## config.mk

```make
export PLATFORM = sky130hd
export DESIGN_NAME = seg_scan_decoder_flat
export DESIGN_NICKNAME = d
export VERILOG_FILES = /design/src/rtl/seg_scan_decoder_if.sv /design/src/rtl/seg_scan_decoder.sv /design/src/flat_wrapper.sv
export SDC_FILE = /design/constraint.sdc
export NUM_CORES = 1
export LEC_CHECK = 0
export ABC_CLOCK_PERIOD_IN_PS = 2900
export CAP_MARGIN = 5
export CELL_PAD_IN_SITES_DETAIL_PLACEMENT = 1
export CELL_PAD_IN_SITES_GLOBAL_PLACEMENT = 2
export CORE_ASPECT_RATIO = 1.75
export CORE_MARGIN = 4
export CORE_UTILIZATION = 40
export DETAILED_ROUTE_END_ITERATION = 10
export DONT_BUFFER_PORTS = 1
export PLACE_DENSITY_LB_ADDON = 0.1
export SLEW_MARGIN = 5
export SYNTH_ARGS = -nofsm -noshare
export SYNTH_HDL_FRONTEND = slang
export SYNTH_SLANG_ARGS = --single-unit
```

## constraint.sdc

```tcl
create_clock -name clk -period 2.9 [get_ports clk]
set_input_delay 0.58 -clock clk [delete_from_list [all_inputs] [get_ports clk]]
set_output_delay 0.58 -clock clk [all_outputs]
set_load 0.02 [all_outputs]
```

## src/rtl/seg_scan_decoder_if.sv

```systemverilog
// Signal bundle between a multiplexed 4-digit 7-segment scan source and the decoder.
// The master drives the scanned segment/anode lines; the slave returns decoded frames.
interface seg_scan_decoder_if;
  logic [0:7]  digit;
  logic [0:3]  segment;
  logic [15:0] value;
  logic [3:0]  dp;
  logic [3:0]  blank;
  logic [3:0]  bad;
  logic        valid;

  modport master (
    output digit, segment,
    input  value, dp, blank, bad, valid
  );

  modport slave (
    input  digit, segment,
    output value, dp, blank, bad, valid
  );
endinterface

```

## src/rtl/seg_scan_decoder.sv

```systemverilog
// Recovers four hex digits from a multiplexed 7-segment display scan.
// Each anode dwell is sampled once after it has been stable; a full frame is published at once.
module seg_scan_decoder #(
  parameter int unsigned SETTLE = 4
) (
  input logic              clk,
  input logic              reset,
  seg_scan_decoder_if.slave bus
);

  localparam logic [7:0] SETTLE_C = 8'(SETTLE);

  typedef enum logic {SCAN, HOLD} state_t;

  state_t      state, state_next;
  logic [0:3]  prev_seg;
  logic [7:0]  cnt, cnt_cur;
  logic [3:0]  slot_oh;
  logic        legal, changed, capture;
  logic [3:0]  nib;
  logic        nib_blank, nib_bad;
  logic [3:0]  mask;
  logic [15:0] stage_val;
  logic [3:0]  stage_dp, stage_blank, stage_bad;
  logic [15:0] value_q;
  logic [3:0]  dp_q, blank_q, bad_q;
  logic        valid_q;

  // Slot one-hot uses output bit order: segment[0] maps to bit 3.
  always_comb begin
    slot_oh = 4'b0000;
    case (bus.segment)
      4'b0111: slot_oh = 4'b1000;
      4'b1011: slot_oh = 4'b0100;
      4'b1101: slot_oh = 4'b0010;
      4'b1110: slot_oh = 4'b0001;
      default: slot_oh = 4'b0000;
    endcase
  end

  assign legal   = (slot_oh != 4'b0000);
  assign changed = (bus.segment != prev_seg);

  always_comb begin
    cnt_cur = 8'd0;
    if (legal) begin
      if (changed)
        cnt_cur = 8'd1;
      else if (cnt < SETTLE_C)
        cnt_cur = cnt + 8'd1;
      else
        cnt_cur = cnt;
    end
  end

  // A changed anode restarts the dwell even from HOLD, so it may sample this very edge.
  always_comb begin
    state_next = state;
    capture    = 1'b0;
    if (!legal) begin
      state_next = SCAN;
    end else if ((state == SCAN || changed) && cnt_cur == SETTLE_C) begin
      capture    = 1'b1;
      state_next = HOLD;
    end else if (changed) begin
      state_next = SCAN;
    end
  end

  always_comb begin
    nib       = 4'h0;
    nib_blank = 1'b0;
    nib_bad   = 1'b0;
    case (bus.digit[0:6])
      7'b0000001: nib = 4'h0;
      7'b1001111: nib = 4'h1;
      7'b0010010: nib = 4'h2;
      7'b0000110: nib = 4'h3;
      7'b1001100: nib = 4'h4;
      7'b0100100: nib = 4'h5;
      7'b0100000: nib = 4'h6;
      7'b0001111: nib = 4'h7;
      7'b0000000: nib = 4'h8;
      7'b0000100: nib = 4'h9;
      7'b0001000: nib = 4'hA;
      7'b1100000: nib = 4'hB;
      7'b0110001: nib = 4'hC;
      7'b1000010: nib = 4'hD;
      7'b0110000: nib = 4'hE;
      7'b0111000: nib = 4'hF;
      7'b1111111: nib_blank = 1'b1;
      default:    nib_bad = 1'b1;
    endcase
  end

  always_ff @(posedge clk or posedge reset) begin
    if (reset)
      state <= SCAN;
    else
      state <= state_next;
  end

  // prev_seg resets to idle so a selection held through reset still counts as new.
  always_ff @(posedge clk or posedge reset) begin
    if (reset) begin
      prev_seg    <= 4'b1111;
      cnt         <= 8'd0;
      mask        <= 4'b0000;
      stage_val   <= 16'h0000;
      stage_dp    <= 4'b0000;
      stage_blank <= 4'b0000;
      stage_bad   <= 4'b0000;
      value_q     <= 16'h0000;
      dp_q        <= 4'b0000;
      blank_q     <= 4'b0000;
      bad_q       <= 4'b0000;
      valid_q     <= 1'b0;
    end else begin
      prev_seg <= bus.segment;
      cnt      <= cnt_cur;

      if (capture) begin
        for (int i = 0; i < 4; i++) begin
          if (slot_oh[i]) begin
            stage_val[4*i +: 4] <= nib;
            stage_dp[i]         <= ~bus.digit[7];
            stage_blank[i]      <= nib_blank;
            stage_bad[i]        <= nib_bad;
          end
        end
      end

      // Publish reads the old staging; a same-edge capture seeds the next frame.
      if (mask == 4'b1111) begin
        value_q <= stage_val;
        dp_q    <= stage_dp;
        blank_q <= stage_blank;
        bad_q   <= stage_bad;
        valid_q <= 1'b1;
        mask    <= capture ? slot_oh : 4'b0000;
      end else begin
        valid_q <= 1'b0;
        if (capture)
          mask <= mask | slot_oh;
      end
    end
  end

  assign bus.value = value_q;
  assign bus.dp    = dp_q;
  assign bus.blank = blank_q;
  assign bus.bad   = bad_q;
  assign bus.valid = valid_q;

endmodule

```

## src/flat_wrapper.sv

```systemverilog
// flat-port wrapper written by rule: the top's interface ports become plain ports
module seg_scan_decoder_flat 
#(
  parameter int unsigned SETTLE = 4
)
  (clk, reset, bus_digit, bus_segment, bus_value, bus_dp, bus_blank, bus_bad, bus_valid);
  seg_scan_decoder_if bus_i ();
  input logic clk;
  input logic reset;
  input wire logic [$bits(bus_i.digit)-1:0] bus_digit;
  input wire logic [$bits(bus_i.segment)-1:0] bus_segment;
  output wire logic [$bits(bus_i.value)-1:0] bus_value;
  output wire logic [$bits(bus_i.dp)-1:0] bus_dp;
  output wire logic [$bits(bus_i.blank)-1:0] bus_blank;
  output wire logic [$bits(bus_i.bad)-1:0] bus_bad;
  output wire logic [$bits(bus_i.valid)-1:0] bus_valid;
  assign bus_i.digit = bus_digit;
  assign bus_i.segment = bus_segment;
  assign bus_value = bus_i.value;
  assign bus_dp = bus_i.dp;
  assign bus_blank = bus_i.blank;
  assign bus_bad = bus_i.bad;
  assign bus_valid = bus_i.valid;
  seg_scan_decoder #(.SETTLE(SETTLE)) u_core (.clk(clk), .reset(reset), .bus(bus_i));
endmodule
```

=== After elaboration in Yosys (flattened, before gate mapping) ===
Cells that the tools add are included.

* Eq/ne operators: 24
* $add $sub $neg: 1
* Bitwise logic cells: 3
* Multiplexer cells: 16
* Reduce and logical (&&, ||, !) cells: 10
* Order comparisons: 1

{| class="wikitable"
|+ Operators with widths
! cell !! number
|-
| 4-bit case mux with 15 select lines || 1
|-
| 7-bit by 6-bit equality test with 1-bit output, second input constant || 5
|-
| 7-bit equality test, second input constant || 5
|-
| 8-bit 2-to-1 mux || 3
|-
| 17-bit OR reduction || 1
|-
| 4-bit equality test, second input constant || 4
|-
| 4-bit case mux with 4 select lines || 1
|-
| 7-bit by 3-bit equality test with 1-bit output, second input constant || 2
|-
| 7-bit by 4-bit equality test with 1-bit output, second input constant || 2
|-
| 4-bit 2-to-1 mux || 3
|-
| 8-bit by 1-bit adder with 8-bit output, second input constant || 1
|-
| 8-bit by 3-bit equality test with 1-bit output, second input constant || 1
|-
| 8-bit by 3-bit less-than comparator with 1-bit output, second input constant || 1
|-
| 1-bit 2-to-1 mux || 8
|-
| 2-bit AND reduction || 4
|-
| 7-bit by 1-bit equality test with 1-bit output, second input constant || 1
|-
| 7-bit by 5-bit equality test with 1-bit output, second input constant || 1
|-
| 7-bit zero test || 1
|-
| 4-bit by 3-bit equality test with 1-bit output, second input constant || 1
|-
| 4-bit != test || 1
|-
| 4-bit bitwise OR || 1
|-
| 4-bit nonzero test || 1
|-
| 3-bit != test, second input constant || 1
|-
| 1-bit inverter || 2
|-
| 3 further kinds || 3
|}

* Register bits: 74
* Input port bits: 14
* Logic and storage cells: 80
* Output and inout bits: 29

=== Logic depth before layout (Yosys ltp) ===
* Word-level depth: 10
* Gate-level depth with buffers: 7
* Gate-level depth less buffers: 6

=== Least setup slack after synthesis ===
Ideal clock, no wire load.

* Kind: input port to flip-flop
* From: in bus_segment[0]
* To: reg u_core.stage_val[0]
* Buffers on the path: 2
* Cell stages on the path: 6
* Data required time: 2775 ps
* Library setup time: 125 ps
* Slack: 566 ps
* Arrival time: 2209 ps
* Path through: clkbuf_1 > xnor2_1 > nand4_1 > or4_4 > buf_6 > mux2_4

* Cells in the longest elaborated chain, start to end: 9
* Elaborated cells between the ends (all ways): 15
* Classes of those cells: eq/ne (6); mux (5); reduce/logical (4)

{| class="wikitable"
|+ RTL lines
! what !! line !! text
|-
| from (decl) || flat_wrapper.sv:11 || <nowiki>input wire logic [$bits(bus_i.segment)-1:0] bus_segment;</nowiki>
|-
| 4-bit equality test or 4-bit by 3-bit equality test with 1-bit output (tied branches) || seg_scan_decoder.sv:32 || <nowiki>case (bus.segment)</nowiki>
|-
| 4-bit case mux with 4 select lines || seg_scan_decoder.sv:32 ||
|-
| 4-bit nonzero test || seg_scan_decoder.sv:41 || <nowiki>assign legal = (slot_oh != 4'b0000);</nowiki>
|-
| 8-bit 2-to-1 mux || seg_scan_decoder.sv:46 || <nowiki>if (legal) begin</nowiki>
|-
| 8-bit by 3-bit equality test with 1-bit output || seg_scan_decoder.sv:62 || <nowiki>end else if ((state == SCAN || changed) && cnt_cur == SETTLE_C) begin</nowiki>
|-
| 1-bit logical AND || seg_scan_decoder.sv:62 ||
|-
| 1-bit 2-to-1 mux || seg_scan_decoder.sv:62 ||
|-
| 1-bit 2-to-1 mux || seg_scan_decoder.sv:60 || <nowiki>if (!legal) begin</nowiki>
|-
| 2-bit AND reduction (no source line) (*) || - ||
|-
| to (signal, indexed assignment) || seg_scan_decoder.sv:125 || <nowiki>stage_val[4*i +: 4] <= nib;</nowiki>
|-
| to (decl) || seg_scan_decoder.sv:23 || <nowiki>logic [15:0] stage_val;</nowiki>
|}

Mark *: on every way between the ends. The rest lies on a longest branch, timed or not.
A chain may end at the register's enable or synchronous reset.

=== Worst setup path in the final report ===
* From: reg u_core.cnt[6]
* To: reg u_core.stage_val[14]

* Cells in the longest elaborated chain, start to end: 9
* Elaborated cells between the ends (all ways): 10
* Classes of those cells: add/sub (1); order compare (1); eq/ne (1); mux (5); reduce/logical (2)

{| class="wikitable"
|+ RTL lines
! what !! line !! text
|-
| from (decl) || seg_scan_decoder.sv:17 || <nowiki>logic [7:0] cnt, cnt_cur;</nowiki>
|-
| from (signal assigned) || seg_scan_decoder.sv:120 || <nowiki>cnt <= cnt_cur;</nowiki>
|-
| 8-bit by 1-bit adder with 8-bit output or 8-bit by 3-bit less-than comparator with 1-bit output (tied branches) || seg_scan_decoder.sv:50, seg_scan_decoder.sv:49 ||
|-
| 8-bit 2-to-1 mux (*) || seg_scan_decoder.sv:49 || <nowiki>else if (cnt < SETTLE_C)</nowiki>
|-
| 8-bit 2-to-1 mux (*) || seg_scan_decoder.sv:47 || <nowiki>if (changed)</nowiki>
|-
| 8-bit 2-to-1 mux (*) || seg_scan_decoder.sv:46 ||
|-
| 8-bit by 3-bit equality test with 1-bit output (*) || seg_scan_decoder.sv:62 ||
|-
| 1-bit logical AND (*) || seg_scan_decoder.sv:62 ||
|-
| 1-bit 2-to-1 mux (*) || seg_scan_decoder.sv:62 ||
|-
| 1-bit 2-to-1 mux (*) || seg_scan_decoder.sv:60 ||
|-
| 2-bit AND reduction (no source line) (*) || - ||
|}

Marked as above.

==> results.toml <==
[sta]
finClkSkew_ns = 0.00661
min_period_over_period = 0.835
setup_ws_ns = 0.478
max-slew-margin-rel = 0.395
drv_slew = 0
setup_viol = 0
hold_viol_final = 0
rsz0062_at_grt = "false"
min_period_ns = 2.42
fmax_mhz = 413
tns_ns = 0
worst_pin_slew_ns = 0.907

[detailed_routing]
ant_nets = 0
routedWlPerCell_um = 17.7
drc = 0
first_pass_iters = 3
viasPerCell = 5.41
routed_wl_um = 7160
drt_first_iter_violations = 96
vias = 2184

[critical_path]
r2r_start = "u_core.cnt[6]$_DFF_PP0_"
path_max_fanout = 8
endpoint_kind = "register"
path_cells = "or3_4, or4_4, nor4_4, nand4_2, mux2_2"
start_kind = "register"
slowest_delay_ns = 0.47
crit_start = "u_core.cnt[6]$_DFF_PP0_"
crit_required_ns = 3.11
crit_path_top_delay_cell = "or4_4"
worst_ep_arrival_time_ns = 2.64
critPathKind = "register to register"

[synth]
synth.distinct_cells = 45
yosysSeqAreaShare = 0.564
synth_fp_nets = 328
syn-cell-area_um2 = 3290
synth-warning-count = 0
syn_inst = 313
postSynthAreaPerCell_um2 = 10.5
async_flop_share = 1.00
ys_ff_latch = 74
synth_edf_count = 0
synth_flop_cell = "dfrtp_1"

[power]
max-vdd-ir-drop_mv = 0.309
switchingPower_uw = 477
swShare = 0.213
p_int_mw = 1.76
clkPwrFrac = 0.498
p_leak_nw = 1.87
power.density_nw_per_um2 = 610
seqPwrFrac = 0.468
p_comb_frac = 0.034

[grt]
antenna_found_initial = 0
grt_usage = 0.161
grt_pass1_vias = 2360
grt_pass1_wl_um = 12100
grt_max_degree = 75
gr-total-overflow = 0

[floorplan]
ios = 43
die_y_um = 128
fp.dieW_um = 76.6
core_region_area_um2 = 7960
start_util = 0.414
rows = 43
dieArea_um2 = 9810

[clocking]
clk_latency_ns = 0.33
postCtsHoldBufs = 0
cts.sinks = 74
ctsRootBufferMaster = "clkbuf_16"
post_cts_resized = 0
cts_tree = "done"
post_cts_buffers = 0
cts_made_buffers = 9
cts_max_path_buffers = 2
h-tree-depth = 3
path_clk_slew_ns = 0.06

[place]
io_buffers = 0
dpl.hpwl_um = 5060
place_congestion = 0.784
pre_cts_ws_ns = 0.478
place_area_um2 = 3360
dpl.cell_count = 388

[outcome]
outcome = "completed"

[layout]
postLayoutCellArea_um2 = 3660
drive_above_1_share = 0.175
stdcell_count = 404
finalNetCount = 324
fin_util = 0.460
insertedDiodeCount = 0
syn_to_final_growth_pct = 11.2

[job]
cap_violations = 0

[min_path]
min_path_type = "primary input to register"
hp-start = "bus_segment[3]"
## worst paths after layout
| kind | endpoint | cells after the start | slack, ns |
|---|---|---|---|
| max in group asynchronous | u_core.cnt[0]$_DFF_PP0_ | 2 | 1.91 |
| min reg2reg | u_core.bus.value[7]$_DFFE_PP0P_ | 2 | 0.46 |
| max reg2reg | u_core.stage_val[14]$_DFFE_PP0P_ | 5 | 0.48 |
| min in group asynchronous | u_core.bus.value[8]$_DFFE_PP0P_ | 2 | 0.42 |
| min | u_core.prev_seg[0]$_DFF_PP1_ | 0 | 0.24 |
| max | u_core.stage_val[14]$_DFFE_PP0P_ | 5 | 0.48 |
## cell usage after synthesis (all sizes together) (2+ instances only)
cell | count | share of area
nand3 | 6 | 0.0091
clkbuf | 18 | 0.021
xnor2 | 7 | 0.019
nand2 | 86 | 0.098
dfstp | 4 | 0.032
nand4 | 5 | 0.013
mux2i | 8 | 0.024
o211ai | 4 | 0.0091
nor4bb | 2 | 0.0061
inv | 10 | 0.011
a32oi | 2 | 0.0053
dfrtp | 70 | 0.53
nor4 | 3 | 0.010
and2 | 6 | 0.012
or3 | 3 | 0.0076
a21oi | 10 | 0.015
o31ai | 3 | 0.0068
nor3b | 3 | 0.0068
o21ai | 9 | 0.014
nor3 | 6 | 0.0091
a21o | 2 | 0.0049
nor2 | 7 | 0.0080
nor2b | 4 | 0.0076
or4 | 2 | 0.0068
mux2 | 19 | 0.070
nand4b | 2 | 0.0053
## logic make-up after synthesis
| family | after synthesis | synth area share |
|---|---|---|
| AND/OR/NAND/NOR | 141 | 0.220 |
| multiplexers | 27 | 0.0938 |
| flip-flops | 74 | 0.564 |
| XOR/XNOR | 7 | 0.0186 |
| buffers and inverters | 29 | 0.0353 |
| adder cells (fa/ha/maj) | 1 | 0.00380 |
| AO/OA/AOI/OAI | 34 | 0.0642 |
## sequential cells by signal (all words and copies together) (netlist names)
| signal | cells |
|---|---|
| u_core.stage_dp | 4 |
| u_core.bus.blank | 4 |
| u_core.cnt | 8 |
| u_core.prev_seg | 4 |
| u_core.bus.bad | 4 |
| u_core.bus.dp | 4 |
| u_core.bus.value | 16 |
| u_core.mask | 4 |
| u_core.stage_bad | 4 |
| u_core.stage_val | 16 |
| u_core.stage_blank | 4 |
| u_core.state | 1 |
| u_core.bus.valid | 1 |
## layout by cell type, fill, tap and decap left out, drive strengths merged, types with 2 or more instances in the layout
| cell | count |
|---|---|
| a21oi | 10 |
| o31ai | 3 |
| dfstp | 4 |
| inv | 10 |
| nor3b | 3 |
| a32oi | 2 |
| or3 | 3 |
| and2 | 6 |
| clkinvlp | 3 |
| nor3 | 6 |
| nor2 | 7 |
| xnor2 | 7 |
| mux2 | 19 |
| dfrtp | 70 |
| mux2i | 8 |
| o21ai | 9 |
| nand3 | 6 |
| nand4b | 2 |
| clkbuf | 10 |
| nor4 | 3 |
| nand4 | 5 |
| nor4bb | 2 |
| nand2 | 86 |
| or4 | 2 |
| clkinv | 2 |
| a21o | 2 |
| nor2b | 4 |
| buf | 4 |
| o211ai | 4 |
## per-stage QoR
stage,hold slack [ns],power (mW)
detailed placement,0.457,1.14
floorplan,0.433,1.14
finish,0.242,2.23
CTS,0.230,2.26
global placement,0.451,1.14
global route,0.224,2.33
## critical path: cells and delay by family, from the launching register on
family,cells,cell delay (ns)
AND/OR/NAND/NOR,4,1.55
flip-flops,1,0.38
multiplexers,1,0.37
## metal layers
layer | part of all wire | up-vias | GRT usage
met1 | 0.41 | 1094 | 0.175
met4 | 0.019 | 0 | 0.0704
met2 | 0.55 | 29 | 0.295
li1 | - | 1051 | -
met5 | 0 | - | 0
met3 | 0.026 | 10 | 0.0373
## power groups by stage
stage	Clock (mW)	Sequential, mW	Combinational (mW)
detailed placement	0	1.06	0.0797
global placement	0	1.06	0.0780
global route	1.20	1.04	0.0888
CTS	1.14	1.04	0.0804
finish	1.11	1.04	0.0769
floorplan	0	1.06	0.0770
## area by class of cell
class	instances	area [um2]
Multi-Input combinational cell	210	1320
Clock inverter	6	66.3
Clock buffer	10	239
Timing Repair Buffer	4	30.0
Fill cell	889	4300
Sequential cell	74	1860
Tap cell	90	113
Inverter	10	37.5
(Power assumes the default switching activity.)
